--- config.mk ---
export PLATFORM = sky130hd
export DESIGN_NAME = apb_rr_master_flat
export DESIGN_NICKNAME = d
export VERILOG_FILES = /design/src/rtl/apb_rr_master_if.sv /design/src/rtl/apb_rr_master.sv /design/src/flat_wrapper.sv
export SDC_FILE = /design/constraint.sdc
export NUM_CORES = 1
export LEC_CHECK = 0
export BUFFER_PORTS_ARGS = -buffer_cell sky130_fd_sc_hd__buf_2
export CORE_MARGIN = 2
export CORE_UTILIZATION = 51
export CTS_CLUSTER_DIAMETER = 120
export DETAILED_ROUTE_END_ITERATION = 12
export PLACE_DENSITY = 0.84
export RECOVER_POWER = 100
export SKIP_LAST_GASP = 1
export SLEW_MARGIN = 20
export SYNTH_ARGS = -nofsm -noshare
export SYNTH_HDL_FRONTEND = slang
export SYNTH_SLANG_ARGS = --single-unit
export TNS_END_PERCENT = 10
--- constraint.sdc ---
create_clock -name pclk -period 4.5 [get_ports pclk]
set_input_delay 0.225 -clock pclk [delete_from_list [all_inputs] [get_ports pclk]]
set_output_delay 0.225 -clock pclk [all_outputs]
set_load 0.02 [all_outputs]
--- src/rtl/apb_rr_master_if.sv ---
// APB bus between the round-robin master and the two-slave fabric.
// prdata/pready/pslverr arrive already muxed from the selected slave.
interface apb_rr_master_if #(
  parameter int DATA_W = 8
);
  logic [1:0]        psel;
  logic              penable;
  logic              pwrite;
  logic [7:0]        paddr;
  logic [DATA_W-1:0] pwdata;
  logic [DATA_W-1:0] prdata;
  logic              pready;
  logic              pslverr;

  modport master (
    output psel, penable, pwrite, paddr, pwdata,
    input  prdata, pready, pslverr
  );

  modport slave (
    input  psel, penable, pwrite, paddr, pwdata,
    output prdata, pready, pslverr
  );
endinterface

--- src/rtl/apb_rr_master.sv ---
// Round-robin arbitrated APB master: NREQ requesters share one APB bus to two
// 256-byte slaves, with a bounded ACCESS phase and per-owner response pulses.
module apb_rr_master #(
  parameter int NREQ    = 2,
  parameter int DATA_W  = 8,
  parameter int TIMEOUT = 16
) (
  input  logic                     pclk,
  input  logic                     presetn,
  input  logic [NREQ-1:0]          req_valid,
  input  logic [NREQ-1:0]          req_write,
  input  logic [NREQ*9-1:0]        req_addr,
  input  logic [NREQ*DATA_W-1:0]   req_wdata,
  output logic [NREQ-1:0]          req_ready,
  output logic [NREQ-1:0]          rsp_valid,
  output logic [DATA_W-1:0]        rsp_rdata,
  output logic                     rsp_err,
  apb_rr_master_if.master          bus
);
  localparam int PW = (NREQ > 1) ? $clog2(NREQ) : 1;
  localparam int CW = (TIMEOUT > 1) ? $clog2(TIMEOUT) : 1;

  typedef enum logic [1:0] {IDLE, SETUP, ACCESS} state_t;

  state_t            state;
  logic [PW-1:0]     ptr;
  logic [PW-1:0]     win;
  logic [CW-1:0]     cnt;
  logic              do_grant;
  logic [8:0]        addr_a  [NREQ];
  logic [DATA_W-1:0] wdata_a [NREQ];

  for (genvar i = 0; i < NREQ; i++) begin : g_unpack
    assign addr_a[i]  = req_addr[9*i +: 9];
    assign wdata_a[i] = req_wdata[DATA_W*i +: DATA_W];
  end

  // Scan from ptr+NREQ down to ptr+1 so the nearest requester after ptr wins.
  always_comb begin
    int pos;
    pos = 0;
    win = ptr;
    for (int k = NREQ; k >= 1; k--) begin
      pos = int'(ptr) + k;
      if (pos >= NREQ) pos = pos - NREQ;
      if (req_valid[PW'(pos)]) win = PW'(pos);
    end
  end

  // Grants happen from IDLE or at a clean completion; never on abort.
  assign do_grant = (|req_valid) &&
                    ((state == IDLE) || ((state == ACCESS) && bus.pready));

  always_ff @(posedge pclk or negedge presetn) begin
    if (!presetn) begin
      state       <= IDLE;
      ptr         <= PW'(NREQ-1);
      cnt         <= '0;
      req_ready   <= '0;
      rsp_valid   <= '0;
      rsp_rdata   <= '0;
      rsp_err     <= 1'b0;
      bus.psel    <= '0;
      bus.penable <= 1'b0;
      bus.pwrite  <= 1'b0;
      bus.paddr   <= '0;
      bus.pwdata  <= '0;
    end else begin
      req_ready <= '0;
      rsp_valid <= '0;
      case (state)
        IDLE: ;
        SETUP: begin
          bus.penable <= 1'b1;
          cnt         <= '0;
          state       <= ACCESS;
        end
        ACCESS: begin
          if (bus.pready) begin
            rsp_valid[ptr] <= 1'b1;
            rsp_err        <= bus.pslverr;
            rsp_rdata      <= bus.pwrite ? '0 : bus.prdata;
            state          <= IDLE;
            bus.psel       <= '0;
            bus.penable    <= 1'b0;
          end else if (cnt == CW'(TIMEOUT-1)) begin
            rsp_valid[ptr] <= 1'b1;
            rsp_err        <= 1'b1;
            rsp_rdata      <= '0;
            state          <= IDLE;
            bus.psel       <= '0;
            bus.penable    <= 1'b0;
          end else begin
            cnt <= cnt + 1'b1;
          end
        end
        default: state <= IDLE;
      endcase

      // ptr doubles as the owner of the in-flight transfer.
      if (do_grant) begin
        state          <= SETUP;
        ptr            <= win;
        req_ready[win] <= 1'b1;
        bus.psel       <= addr_a[win][8] ? 2'b10 : 2'b01;
        bus.penable    <= 1'b0;
        bus.pwrite     <= req_write[win];
        bus.paddr      <= addr_a[win][7:0];
        bus.pwdata     <= req_write[win] ? wdata_a[win] : '0;
      end
    end
  end
endmodule

--- src/flat_wrapper.sv ---
// flat-port wrapper written by rule: the top's interface ports become plain ports
module apb_rr_master_flat 
#(
  parameter int NREQ    = 2,
  parameter int DATA_W  = 8,
  parameter int TIMEOUT = 16
)
  (pclk, presetn, req_valid, req_write, req_addr, req_wdata, req_ready, rsp_valid, rsp_rdata, rsp_err, bus_psel, bus_penable, bus_pwrite, bus_paddr, bus_pwdata, bus_prdata, bus_pready, bus_pslverr);
  apb_rr_master_if #(.DATA_W(DATA_W)) bus_i ();
  input  logic pclk;
  input  logic presetn;
  input  logic [NREQ-1:0] req_valid;
  input  logic [NREQ-1:0] req_write;
  input  logic [NREQ*9-1:0] req_addr;
  input  logic [NREQ*DATA_W-1:0] req_wdata;
  output logic [NREQ-1:0] req_ready;
  output logic [NREQ-1:0] rsp_valid;
  output logic [DATA_W-1:0] rsp_rdata;
  output logic rsp_err;
  output wire logic [$bits(bus_i.psel)-1:0] bus_psel;
  output wire logic [$bits(bus_i.penable)-1:0] bus_penable;
  output wire logic [$bits(bus_i.pwrite)-1:0] bus_pwrite;
  output wire logic [$bits(bus_i.paddr)-1:0] bus_paddr;
  output wire logic [$bits(bus_i.pwdata)-1:0] bus_pwdata;
  input wire logic [$bits(bus_i.prdata)-1:0] bus_prdata;
  input wire logic [$bits(bus_i.pready)-1:0] bus_pready;
  input wire logic [$bits(bus_i.pslverr)-1:0] bus_pslverr;
  assign bus_psel = bus_i.psel;
  assign bus_penable = bus_i.penable;
  assign bus_pwrite = bus_i.pwrite;
  assign bus_paddr = bus_i.paddr;
  assign bus_pwdata = bus_i.pwdata;
  assign bus_i.prdata = bus_prdata;
  assign bus_i.pready = bus_pready;
  assign bus_i.pslverr = bus_pslverr;
  apb_rr_master #(.NREQ(NREQ), .DATA_W(DATA_W), .TIMEOUT(TIMEOUT)) u_core (.pclk(pclk), .presetn(presetn), .req_valid(req_valid), .req_write(req_write), .req_addr(req_addr), .req_wdata(req_wdata), .req_ready(req_ready), .rsp_valid(rsp_valid), .rsp_rdata(rsp_rdata), .rsp_err(rsp_err), .bus(bus_i));
endmodule
; ---- Word level (Yosys, flattened, before mapping)
; Cells that the tools add are included.
[classes]
n_addsub = 5
magnitude_cmp = 9
n_eq_ne = 7
muxes = 44
n_bitwise = 1
n_reduce_logical = 17
[op_table]
columns = cell, count
row1 = 8-bit two-way mux, 7
row2 = 9-bit two-way mux, 3
row3 = 2-bit two-way mux, 10
row4 = 1-bit two-way mux, 17
row5 = 4-bit two-way mux, 2
row6 = 4-bit one-hot mux with 2 select lines, 1
row7 = 2-bit AND reduction, 4
row8 = "1-bit by 3-bit < comparator with 1-bit output, second input constant", 2
row9 = 2-bit one-hot mux with 3 select lines, 1
row10 = 2-bit nonzero test, 3
row11 = 3-bit nonzero test, 2
row12 = "4-bit by 1-bit adder with 4-bit output, second input constant", 1
row13 = "4-bit equality test, second input constant", 1
row14 = "2-bit greater-or-equal comparator, second input constant", 2
row15 = 1-bit logical AND, 4
row16 = "1-bit by 2-bit < comparator with 1-bit output, second input constant", 2
row17 = "2-bit != test, second input constant", 2
row18 = "4-bit by 3-bit != test with 1-bit output, second input constant", 1
row19 = "1-bit by 2-bit adder with 3-bit output, second input constant", 1
row20 = "3-bit by 2-bit greater-or-equal comparator with 1-bit output, second input constant", 1
row21 = 3-bit AND reduction, 1
row22 = "1-bit by 1-bit adder with 2-bit output, second input constant", 1
row23 = 1-bit demux with 1-bit select, 2
row24 = "2-bit by 1-bit equality test with 1-bit output, second input constant", 1
row25 = other kinds (9), 11
[totals]
register_bits = 40
in_bits = 50
wordCells = 95

; ---- Longest topological paths before layout
; Gate-level depths: netlist of the first run.
[logic_depth]
ltp_word = 14
depth_mapped = 6

; ---- Least setup slack after synthesis of the first run
; No wires, ideal clock.
[synth_timing]
kind = register -> register
start = register u_core.ptr
end = register u_core.bus.paddr[0]
setup_ns = 0.125
arrival_ns = 1.501
slack_ns = 2.874
stages_incl_launch_ff = 5
path_cell_list = dfstp_2 -> xor2_1 -> buf_6 -> mux2_4 -> mux2_4
[synth_via]
elab_chain_cells = 9
elab_cells_between_ends = 14
[synth_lines]
columns = element, line_no
row1 = start: declaration, apb_rr_master.sv:26  ; logic [PW-1:0] ptr;
row2 = start signal: assignment, apb_rr_master.sv:57  ; ptr <= PW'(NREQ-1);
row3 = start signal: assignment, apb_rr_master.sv:103  ; ptr <= win;
row4 = 1-bit by 2-bit adder with 3-bit output, apb_rr_master.sv:44  ; pos = int'(ptr) + k;
row5 = 3-bit by 2-bit greater-or-equal comparator with 1-bit output / 1-bit subtractor (equally long branches), apb_rr_master.sv:45  ; if (pos >= NREQ) pos = pos - NREQ;
row6 = 1-bit two-way mux, apb_rr_master.sv:45
row7 = 1-bit two-way mux, apb_rr_master.sv:46  ; if (req_valid[PW'(pos)]) win = PW'(pos);
row8 = 1-bit two-way mux (*), apb_rr_master.sv:46
row9 = 1-bit NOT with 2-bit output (not written as such) (*), apb_rr_master.sv:108  ; bus.paddr <= addr_a[win][7:0];
row10 = 9-bit two-way mux (*) (3 in a row), -
row11 = end signal: assignment, apb_rr_master.sv:108
row12 = end: declaration, apb_rr_master_if.sv:16  ; output psel, penable, pwrite, paddr, pwdata,
; Mark *: on every way between the ends. The rest lies on a longest branch, timed or not. The select of a mux whose other input is x is not followed.
; A chain may end at the register's enable or synchronous reset.

; ---- Worst setup path after layout of the first run
[layout_timing]
start = register u_core.state[0]
end = register u_core.bus.pwdata[6]
[layout_via]
elab_chain_cells = 4
elab_cells_between_ends = 5
[layout_lines]
columns = element, line_no
row1 = start: declaration, apb_rr_master.sv:25  ; state_t state;
row2 = start signal: assignment, apb_rr_master.sv:56  ; state <= IDLE;
row3 = start signal: assignment, apb_rr_master.sv:76  ; state <= ACCESS;
row4 = start signal: assignment, apb_rr_master.sv:83  ; state <= IDLE;
row5 = 2-bit equality test, apb_rr_master.sv:52  ; ((state == IDLE) || ((state == ACCESS) && bus.pready));
row6 = 1-bit logical AND, apb_rr_master.sv:52
row7 = 1-bit logical OR (*), apb_rr_master.sv:52
row8 = 1-bit logical AND (*), apb_rr_master.sv:51  ; assign do_grant = (|req_valid) &&
row9 = end signal: assignment, apb_rr_master.sv:109  ; bus.pwdata <= req_write[win] ? wdata_a[win] : '0;
row10 = end: declaration, apb_rr_master_if.sv:16
; Mark *: on every way between the ends. The rest lies on a longest branch, timed or not.

==> summary.txt, run 1 <==
Timing
  • Slew margin rel.: -40.8%
  • Endpoints failing hold: 0
  • Final setup fails: 0
  • Period minus WS final: 2.93 ns
  • Setup TNS: 0 ns
  • Final worst path period share: 65.0%
  • Final setup margin: 1.57 ns
  • Pins Over Slew Limit: 62
  • RSZ-0062 raised after global routing: no
  • Slew @ Worst Pin: 2.11 ns
  • FMAX: 342 MHz
  • Worst Skew: 0.00438 ns

Die
  • Die area: 0.00443 mm²
  • Core area: 0.00372 mm²
  • Initial Utilization: 53.7%
  • I/O pins: 83
  • Cell Rows: 22
  • Die height: 66.6 µm
  • Die Wd: 66.6 µm

Placed design
  • Pre-CTS setup slack: 1.94 ns
  • Inst Count DP: 288
  • Placer Congestion: 0.827
  • DP Wirelength: 3190 µm
  • I/O Buffers: 82

Critical path
  • CP endpoint: u_core.bus.pwdata[6]$_DFFE_PN0P_
  • Buf/Inv on CP: 1
  • Largest stage delay on the critical path: 1.22 ns
  • Critical path depth in cells: 5
  • CP endpoint kind: flip-flop
  • Critical-path cell list: inv_1, ha_1, a21oi_1, nor2_1, mux2_2
  • Register-to-register setup slack: 1.57 ns
  • CP max-delay cell: nor2_1
  • Req. time, crit path: 4.67 ns
  • R2R cell count: 5
  • CP delay by family, top: simple AND/OR/NAND/NOR gates
  • Worst r2r src: u_core.state[0]$_DFFE_PN0P_
  • CP max FO: 20
  • Critical path launch point type: flip-flop
  • Worst r2r dst: u_core.bus.pwdata[6]$_DFFE_PN0P_
  • Critical Path Source: u_core.state[0]$_DFFE_PN0P_
  • Crit path DAT: 3.09 ns
  • Setup CP Type: flip-flop to flip-flop

Layout
  • Post-layout nets: 301
  • Fin cells: 296
  • Share of layout cells above drive strength 1: 31.9%
  • Area grow syn2layout: 22.4%
  • Layout Utilization: 65.8%
  • Diodes inserted: 0

Detailed routing
  • Vias: 1,551
  • Drt first-iter violations: 60
  • Remaining DRCs: 0
  • ANT nets after route: 0
  • DR pass1 iterations: 4
  • Routed wire per std cell: 14.7 µm
  • WL final: 4340 µm
  • Drt via density: 5.24

Synth
  • Main synth FF type: dfrtp_1
  • Synth Cell Area: 0.00200 mm²
  • Yosys reg bits: 40
  • Yosys top cell by area: dfrtp_1
  • Number of enable flip-flop cells after synthesis: 0
  • Ys async rst share: 100%
  • Synthesized area per cell: 12.2 µm²
  • Yosys top cell area share: 48.9%
  • Seq/Total Area, Yosys: 50.2%
  • Synth area leaders: dfrtp_1 49%, mux2_4 14%, mux2i_1 5.5%
  • Syn Nets: 218
  • Netlist cell types: 39
  • Synthesized instance count: 164
  • Syn. warnings: 0

Pwr
  • Pwr Total: 0.00161 W
  • Switching pwr: 0.000657 W
  • Sw Share: 40.7%
  • Pwr Density: 660 mW/mm²
  • Clock share of power: 14.8%
  • Internal: 0.000955 W
  • Peak VDD IR: 0.247 mV
  • Pleak: 1.19 nW
  • Combinational Power Share: 48.1%
  • Seq pwr share: 37.0%

GRT
  • GR Util All Layers: 21.1%
  • Antenna violations before repair: 0
  • First-pass GRT wire length: 7040 µm
  • Largest net degree at the start of global routing: 41
  • Vias in the first global route: 1,555
  • GRT overflow: 0

Min path
  • Worst Hold Launch: bus_prdata[7]
  • Worst Hold Class: input pin to flip-flop

CTS
  • Post-CTS Setup Inserts: 0
  • CTS root buffer: clkbuf_8
  • Clock sinks: 40
  • Resize count post-CTS: 0
  • Clock Pin Slew Worst Setup and Hold Paths: 0.07 ns
  • Hold-fix buffers, CTS: 0
  • TritonCTS Buffers: 5
  • Skew-Pair Late Insertion Delay: 0.28 ns
  • Longest Clk Path Bufs: 2
  • CTS tree: done
  • H-tree depth: 2

Status
  • Outcome: finished, violations left
  • Failing checks: capacitance limit, slew limit

Run
  • Maxcap violations: 2
==> power by group through the flow <==
stage / registers (W) / clock network (W) / logic, W
floorplan: 0.000756 / 0 / 0.000489
global placement: 0.000597 / 0 / 0.000858
detailed placement: 0.000598 / 0 / 0.000877
CTS: 0.000594 / 0.000246 / 0.000884
global route: 0.000614 / 0.000266 / 0.000847
finish: 0.000597 / 0.000239 / 0.000775
==> metal layers <==
metal	global-route usage (%)	share of wire [%]	vias up
met4	4.85	0.41	0
met1	25.2	42	734
met5	0	0	-
met3	6.08	8.7	2
li1	-	-	745
met2	37.4	49	70
==> final cells by class <==
cell class | count | area (µm²)
clock buffers | 6 | 82.6
clock inverters | 2 | 10.0
fillers | 321 | 1270
inverters | 6 | 22.5
multi-input cells | 111 | 891
flip-flops and latches | 40 | 1000
well taps | 48 | 60.1
repair buffers | 83 | 375
==> per-stage QoR <==
stage                     instance area (µm²)  hold WS, ns
after CTS                                2530       0.0815
after global placement                   2440        0.379
after floorplan                          2000      -0.0706
final                                    2440        0.154
after global routing                     2440        0.143
after detailed placement                 2440        0.392
==> worst reg2reg max path: stages (launching register included) <==
cell and delay, ns:
dfrtp_1 0.41, inv_1 0.09, ha_1 0.41, a21oi_1 0.24, nor2_1 1.22, mux2_2 0.44
==> registers in the layout, indices dropped and copies added (netlist names) <==
| register | flops |
|---|---|
| u_core.rsp_valid | 2 |
| u_core.cnt | 4 |
| u_core.ptr | 1 |
| u_core.bus.penable | 1 |
| u_core.bus.paddr | 8 |
| u_core.rsp_err | 1 |
| u_core.bus.psel | 2 |
| u_core.rsp_rdata | 8 |
| u_core.bus.pwdata | 8 |
| u_core.req_ready | 2 |
| u_core.bus.pwrite | 1 |
| u_core.state | 2 |
==> worst min path at each step <==
stage	depth (start not counted)	end	slack [ns]
4_1_cts	1	u_core.cnt[1]$_DFFE_PN0P_	0.08
6_report	2	u_core.rsp_rdata[7]$_DFFE_PN0P_	0.15
2_1_floorplan	0	u_core.bus.paddr[0]$_DFFE_PN0P_	-0.07
3_5_place_dp	1	u_core.bus.pwdata[7]$_DFFE_PN0P_	0.39
3_3_place_gp	1	u_core.bus.paddr[2]$_DFFE_PN0P_	0.38
5_1_grt	2	u_core.rsp_rdata[4]$_DFFE_PN0P_	0.14
==> kinds of logic after synthesis <==
family,Yosys count,share of synthesized area (%)
compound gates,26,9.71
xor+xnor,3,1.32
fa+ha+maj,4,2.51
buf+inv,13,3.51
flops,40,50.2
mux,35,22.4
simple gates,43,10.3
==> cells in the mapped netlist, types with 3 or more instances <==
cell      n
inv_1     6
nor2_1    7
o21ai_0   3
mux2_4   18
mux2_2    6
mux2i_1  11
nand2_1  20
a22o_1    9
ha_1      4
dfrtp_1  39
==> placed cells by master, fill, tap and decap left out, types with 2 or more instances in the layout <==
master,netlist,routed
mux2_2,6,10
o22ai_1,2,2
xnor2_1,2,2
a21oi_1,2,3
nand4_1,2,2
mux2_4,18,8
inv_1,6,6
a22o_1,9,9
nand2_1,20,20
nand3_1,2,2
clkbuf_1,2,34
o21ai_0,3,5
mux2i_1,11,11
clkinv_2,0,2
nor2b_1,2,2
buf_2,2,48
dfrtp_1,39,39
clkbuf_8,0,6
mux2_1,0,6
ha_1,4,4
nor2_1,7,7
Power figures use the tool's default switching activity.
==> run 2, diff against run 1 <==
Settings changed: ABC_AREA from default to 1, CORE_UTILIZATION 51 to 47, PLACE_DENSITY 0.84 to 0.8.
Clock period 4.5 ns to 2.7 ns, I/O delays scaled along.
==> summary.txt, run 2 <==
Synth
  • Main synth FF type: dfrtp_1 (unchanged)
  • Syn Nets: 281 (was 218)
  • Post-synth top cells: 107 x nand2_1, 39 x dfrtp_1, 31 x nand3_1 (was 39 x dfrtp_1, 20 x nand2_1, 18 x mux2_4)
  • Number of enable flip-flop cells after synthesis: 0 (unchanged)
  • Yosys top cell by area: dfrtp_1 (unchanged)
  • Ys async rst share: 100% (unchanged)
  • Synth area leaders: dfrtp_1 52%, nand2_1 22%, nand3_1 8.3% (was dfrtp_1 49%, mux2_4 14%, mux2i_1 5.5%)
  • Netlist cell types: 21 (was 39)
  • Yosys top cell area share: 52.2% (was 48.9%)
  • Seq/Total Area, Yosys: 53.7% (was 50.2%)
  • Syn. warnings: 0 (unchanged)
  • Synthesized area per cell: 8.23 µm² (was 12.2 µm²)
  • Most frequent cell after synthesis: nand2_1 (was dfrtp_1)
  • Synthesized instance count: 227 (was 164)
  • Yosys reg bits: 40 (unchanged)
  • Synth Cell Area: 0.00187 mm² (was 0.00200 mm²)

GRT
  • Antenna violations before repair: 0 (unchanged)
  • Largest net degree at the start of global routing: 41 (unchanged)
  • GR Util All Layers: 20.9% (was 21.1%)
  • GRT overflow: 0 (unchanged)
  • First-pass GRT wire length: 7020 µm (was 7040 µm)
  • Vias in the first global route: 1,613 (was 1,555)

Placed design
  • Placed Area: 0.00230 mm² (was 0.00244 mm²)
  • DP Wirelength: 3050 µm (was 3190 µm)
  • I/O Buffers: 82 (unchanged)
  • Placer Congestion: 0.777 (was 0.827)
  • Pre-CTS setup slack: 0.933 ns (was 1.94 ns)

Layout
  • FILL cells: 353 (was 321)
  • Design area: 0.00233 mm² (was 0.00244 mm²)
  • Multi-input gate area: 761 µm² (was 891 µm²)
  • Post-layout nets: 366 (was 301)
  • Area grow syn2layout: 25.0% (was 22.4%)
  • Reg area: 0.00100 mm² (unchanged)
  • Share of layout cells above drive strength 1: 20.4% (was 31.9%)
  • Registers with the most flip-flops: u_core.bus.paddr x8, u_core.bus.pwdata x8, u_core.rsp_rdata x8 (unchanged)
  • Commonest non-fill, non-tap cells in the layout: 108 x nand2_1, 49 x buf_2, 39 x dfrtp_1 (was 48 x buf_2, 39 x dfrtp_1, 34 x clkbuf_1)
  • Leading cell type in the layout, fill and taps excluded: nand2_1 (was buf_2)
  • Diodes inserted: 0 (unchanged)

CTS
  • H-tree depth: 2 (unchanged)
  • Clock Pin Slew Worst Setup and Hold Paths: 0.08 ns (was 0.07 ns)
  • CTS tree: done (unchanged)
  • Longest Clk Path Bufs: 2 (unchanged)
  • TritonCTS Buffers: 5 (unchanged)
  • CTS root buffer: clkbuf_8 (unchanged)
  • Clock sinks: 40 (unchanged)
  • Skew-Pair Late Insertion Delay: 0.29 ns (was 0.28 ns)

Critical path
  • Setup CP Type: flip-flop to flip-flop (unchanged)
  • R2R cell count: 7 (was 5)
  • Worst r2r src: u_core.state[0]$_DFFE_PN0P_ (unchanged)
  • CP endpoint: u_core.bus.psel[1]$_DFFE_PN0P_ (was u_core.bus.pwdata[6]$_DFFE_PN0P_)
  • Worst r2r dst: u_core.bus.psel[1]$_DFFE_PN0P_ (was u_core.bus.pwdata[6]$_DFFE_PN0P_)
  • Critical Path Source: u_core.state[0]$_DFFE_PN0P_ (unchanged)
  • Crit path DAT: 2.26 ns (was 3.09 ns)
  • CP max FO: 14 (was 20)
  • Buf/Inv on CP: 1 (unchanged)
  • Critical-path cell list: inv_1, ha_1, nand2_1, a21oi_1, a21oi_1, nand2_1, nand2_1 (was inv_1, ha_1, a21oi_1, nor2_1, mux2_2)
  • Largest stage delay on the critical path: 0.82 ns (was 1.22 ns)
  • CP endpoint kind: flip-flop (unchanged)
  • Critical path's most frequent cell: nand2_1
  • Register-to-register setup slack: 0.62 ns (was 1.57 ns)
  • Critical path depth in cells: 7 (was 5)
  • Req. time, crit path: 2.88 ns (was 4.67 ns)
  • Critical path launch point type: flip-flop (unchanged)
  • CP delay by family, top: compound AO/OA/AOI/OAI gates (was simple AND/OR/NAND/NOR gates)
  • CP max-delay cell: a21oi_1 (was nor2_1)

Detailed routing
  • Remaining DRCs: 0 (unchanged)
  • DR pass1 iterations: 4 (unchanged)
  • ANT nets after route: 0 (unchanged)
  • Vias: 1,753 (was 1,551)
  • WL final: 4180 µm (was 4340 µm)
  • Routed wire per std cell: 11.6 µm (was 14.7 µm)
  • Drt first-iter violations: 93 (was 60)
  • Drt via density: 4.86 (was 5.24)

Timing
  • Slew @ Worst Pin: 1.03 ns (was 2.11 ns)
  • Setup TNS: 0 ns (unchanged)
  • Endpoints failing hold: 0 (unchanged)
  • Pins Over Slew Limit: 0 (was 62)
  • FMAX: 480 MHz (was 342 MHz)
  • Period minus WS final: 2.08 ns (was 2.93 ns)
  • Worst Skew: 0.00758 ns (was 0.00438 ns)
  • Slew margin rel.: 31.0% (was -40.8%)
  • Final setup margin: 0.617 ns (was 1.57 ns)
  • Final worst path period share: 77.2% (was 65.0%)
  • RSZ-0062 raised after global routing: no (unchanged)
  • Final setup fails: 0 (unchanged)

Pwr
  • Pleak: 1.29 nW (was 1.19 nW)
  • Internal: 0.00141 W (was 0.000955 W)
  • Pwr Density: 1140 mW/mm² (was 660 mW/mm²)
  • Combinational Power Share: 47.1% (was 48.1%)
  • Clock share of power: 14.3% (was 14.8%)
  • Peak VDD IR: 0.504 mV (was 0.247 mV)
  • Sw Share: 47.2% (was 40.7%)
  • Switching pwr: 0.00126 W (was 0.000657 W)
  • Seq pwr share: 38.5% (was 37.0%)

Die
  • Die height: 67.0 µm (was 66.6 µm)
  • Initial Utilization: 49.9% (was 53.7%)
  • I/O pins: 83 (unchanged)
  • Cell Rows: 22 (unchanged)
  • Die Wd: 67.0 µm (was 66.6 µm)
  • Core area: 0.00374 mm² (was 0.00372 mm²)
  • Die area: 0.00450 mm² (was 0.00443 mm²)

Status
  • Outcome: complete, no violations (was finished, violations left)

Min path
  • Worst Hold Class: input pin to flip-flop (unchanged)

Run
  • Maxcap violations: 0 (was 2)
-- run 2: repair_timing --
action | in CTS | in global routing
gates resized for setup | 0 | 0
setup buffers | 0 | 0
hold buffers | 1 | 0
setup endpoints to repair | 0 | 0
endpoints found under the hold margin | 39 | 0
-- run 2: cell type report --
class / count / share of cell area, %
repair buffers: 83 / 16.2
clock buffers: 5 / 2.95
flip-flops and latches: 40 / 42.9
well taps: 48 / 2.57
inverters: 12 / 1.93
multi-input cells: 170 / 32.6
clock inverters: 3 / 0.804
-- run 2: per-stage QoR --
stage	hold slack, ns	util, %	instances	power [W]
2_1_floorplan	-0.161	-	227	0.00198
3_3_place_gp	0.286	61.3	352	0.00234
3_5_place_dp	0.297	61.3	352	0.00238
4_1_cts	0.0357	63.9	361	0.00278
5_1_grt	0.0462	62.4	361	0.00290
6_report	0.0417	62.4	361	0.00267
-- run 2: cell families after synthesis --
logic type | Yosys count | synth area share, %
flops | 40 | 53.7
simple gates | 152 | 34.1
buf+inv | 17 | 4.69
compound gates | 12 | 3.95
xor+xnor | 2 | 0.938
fa+ha+maj | 4 | 2.68
-- run 2: how the worst min path moves through the flow --
stage,slack (ns),endpoint,cells after the start,startpoint
after floorplan,-0.16,u_core.bus.paddr[0]$_DFFE_PN0P_,0,presetn
after global placement,0.29,u_core.bus.pwdata[4]$_DFFE_PN0P_,1,presetn
after detailed placement,0.30,u_core.bus.pwdata[0]$_DFFE_PN0P_,1,presetn
after CTS,0.04,u_core.bus.paddr[5]$_DFFE_PN0P_,3,req_addr[5]
after global routing,0.05,u_core.bus.paddr[2]$_DFFE_PN0P_,3,req_addr[11]
final,0.04,u_core.bus.paddr[4]$_DFFE_PN0P_,3,req_addr[13]
-- run 2: tightest hold or removal path, delay by kind of cell --
kind	cells	cell delay, ns
buffers and inverters	1	0.07
and+or+nand+nor	2	0.09
-- run 2: power by group through the flow --
stage	Clock [W]	Sequential (W)	Combinational (W)
after floorplan	0	0.00129	0.000688
after global placement	0	0.00102	0.00132
after detailed placement	0	0.00102	0.00136
after CTS	0.000392	0.00102	0.00136
after global routing	0.000422	0.00106	0.00142
final	0.000383	0.00103	0.00126
-- run 2: per-layer routing --
metal  part of all wire [%]  GRT usage [%]
met3                    8.4           6.76
met4                    1.6           6.38
met5                      0              0
met2                     46           34.2
met1                     44           26.1
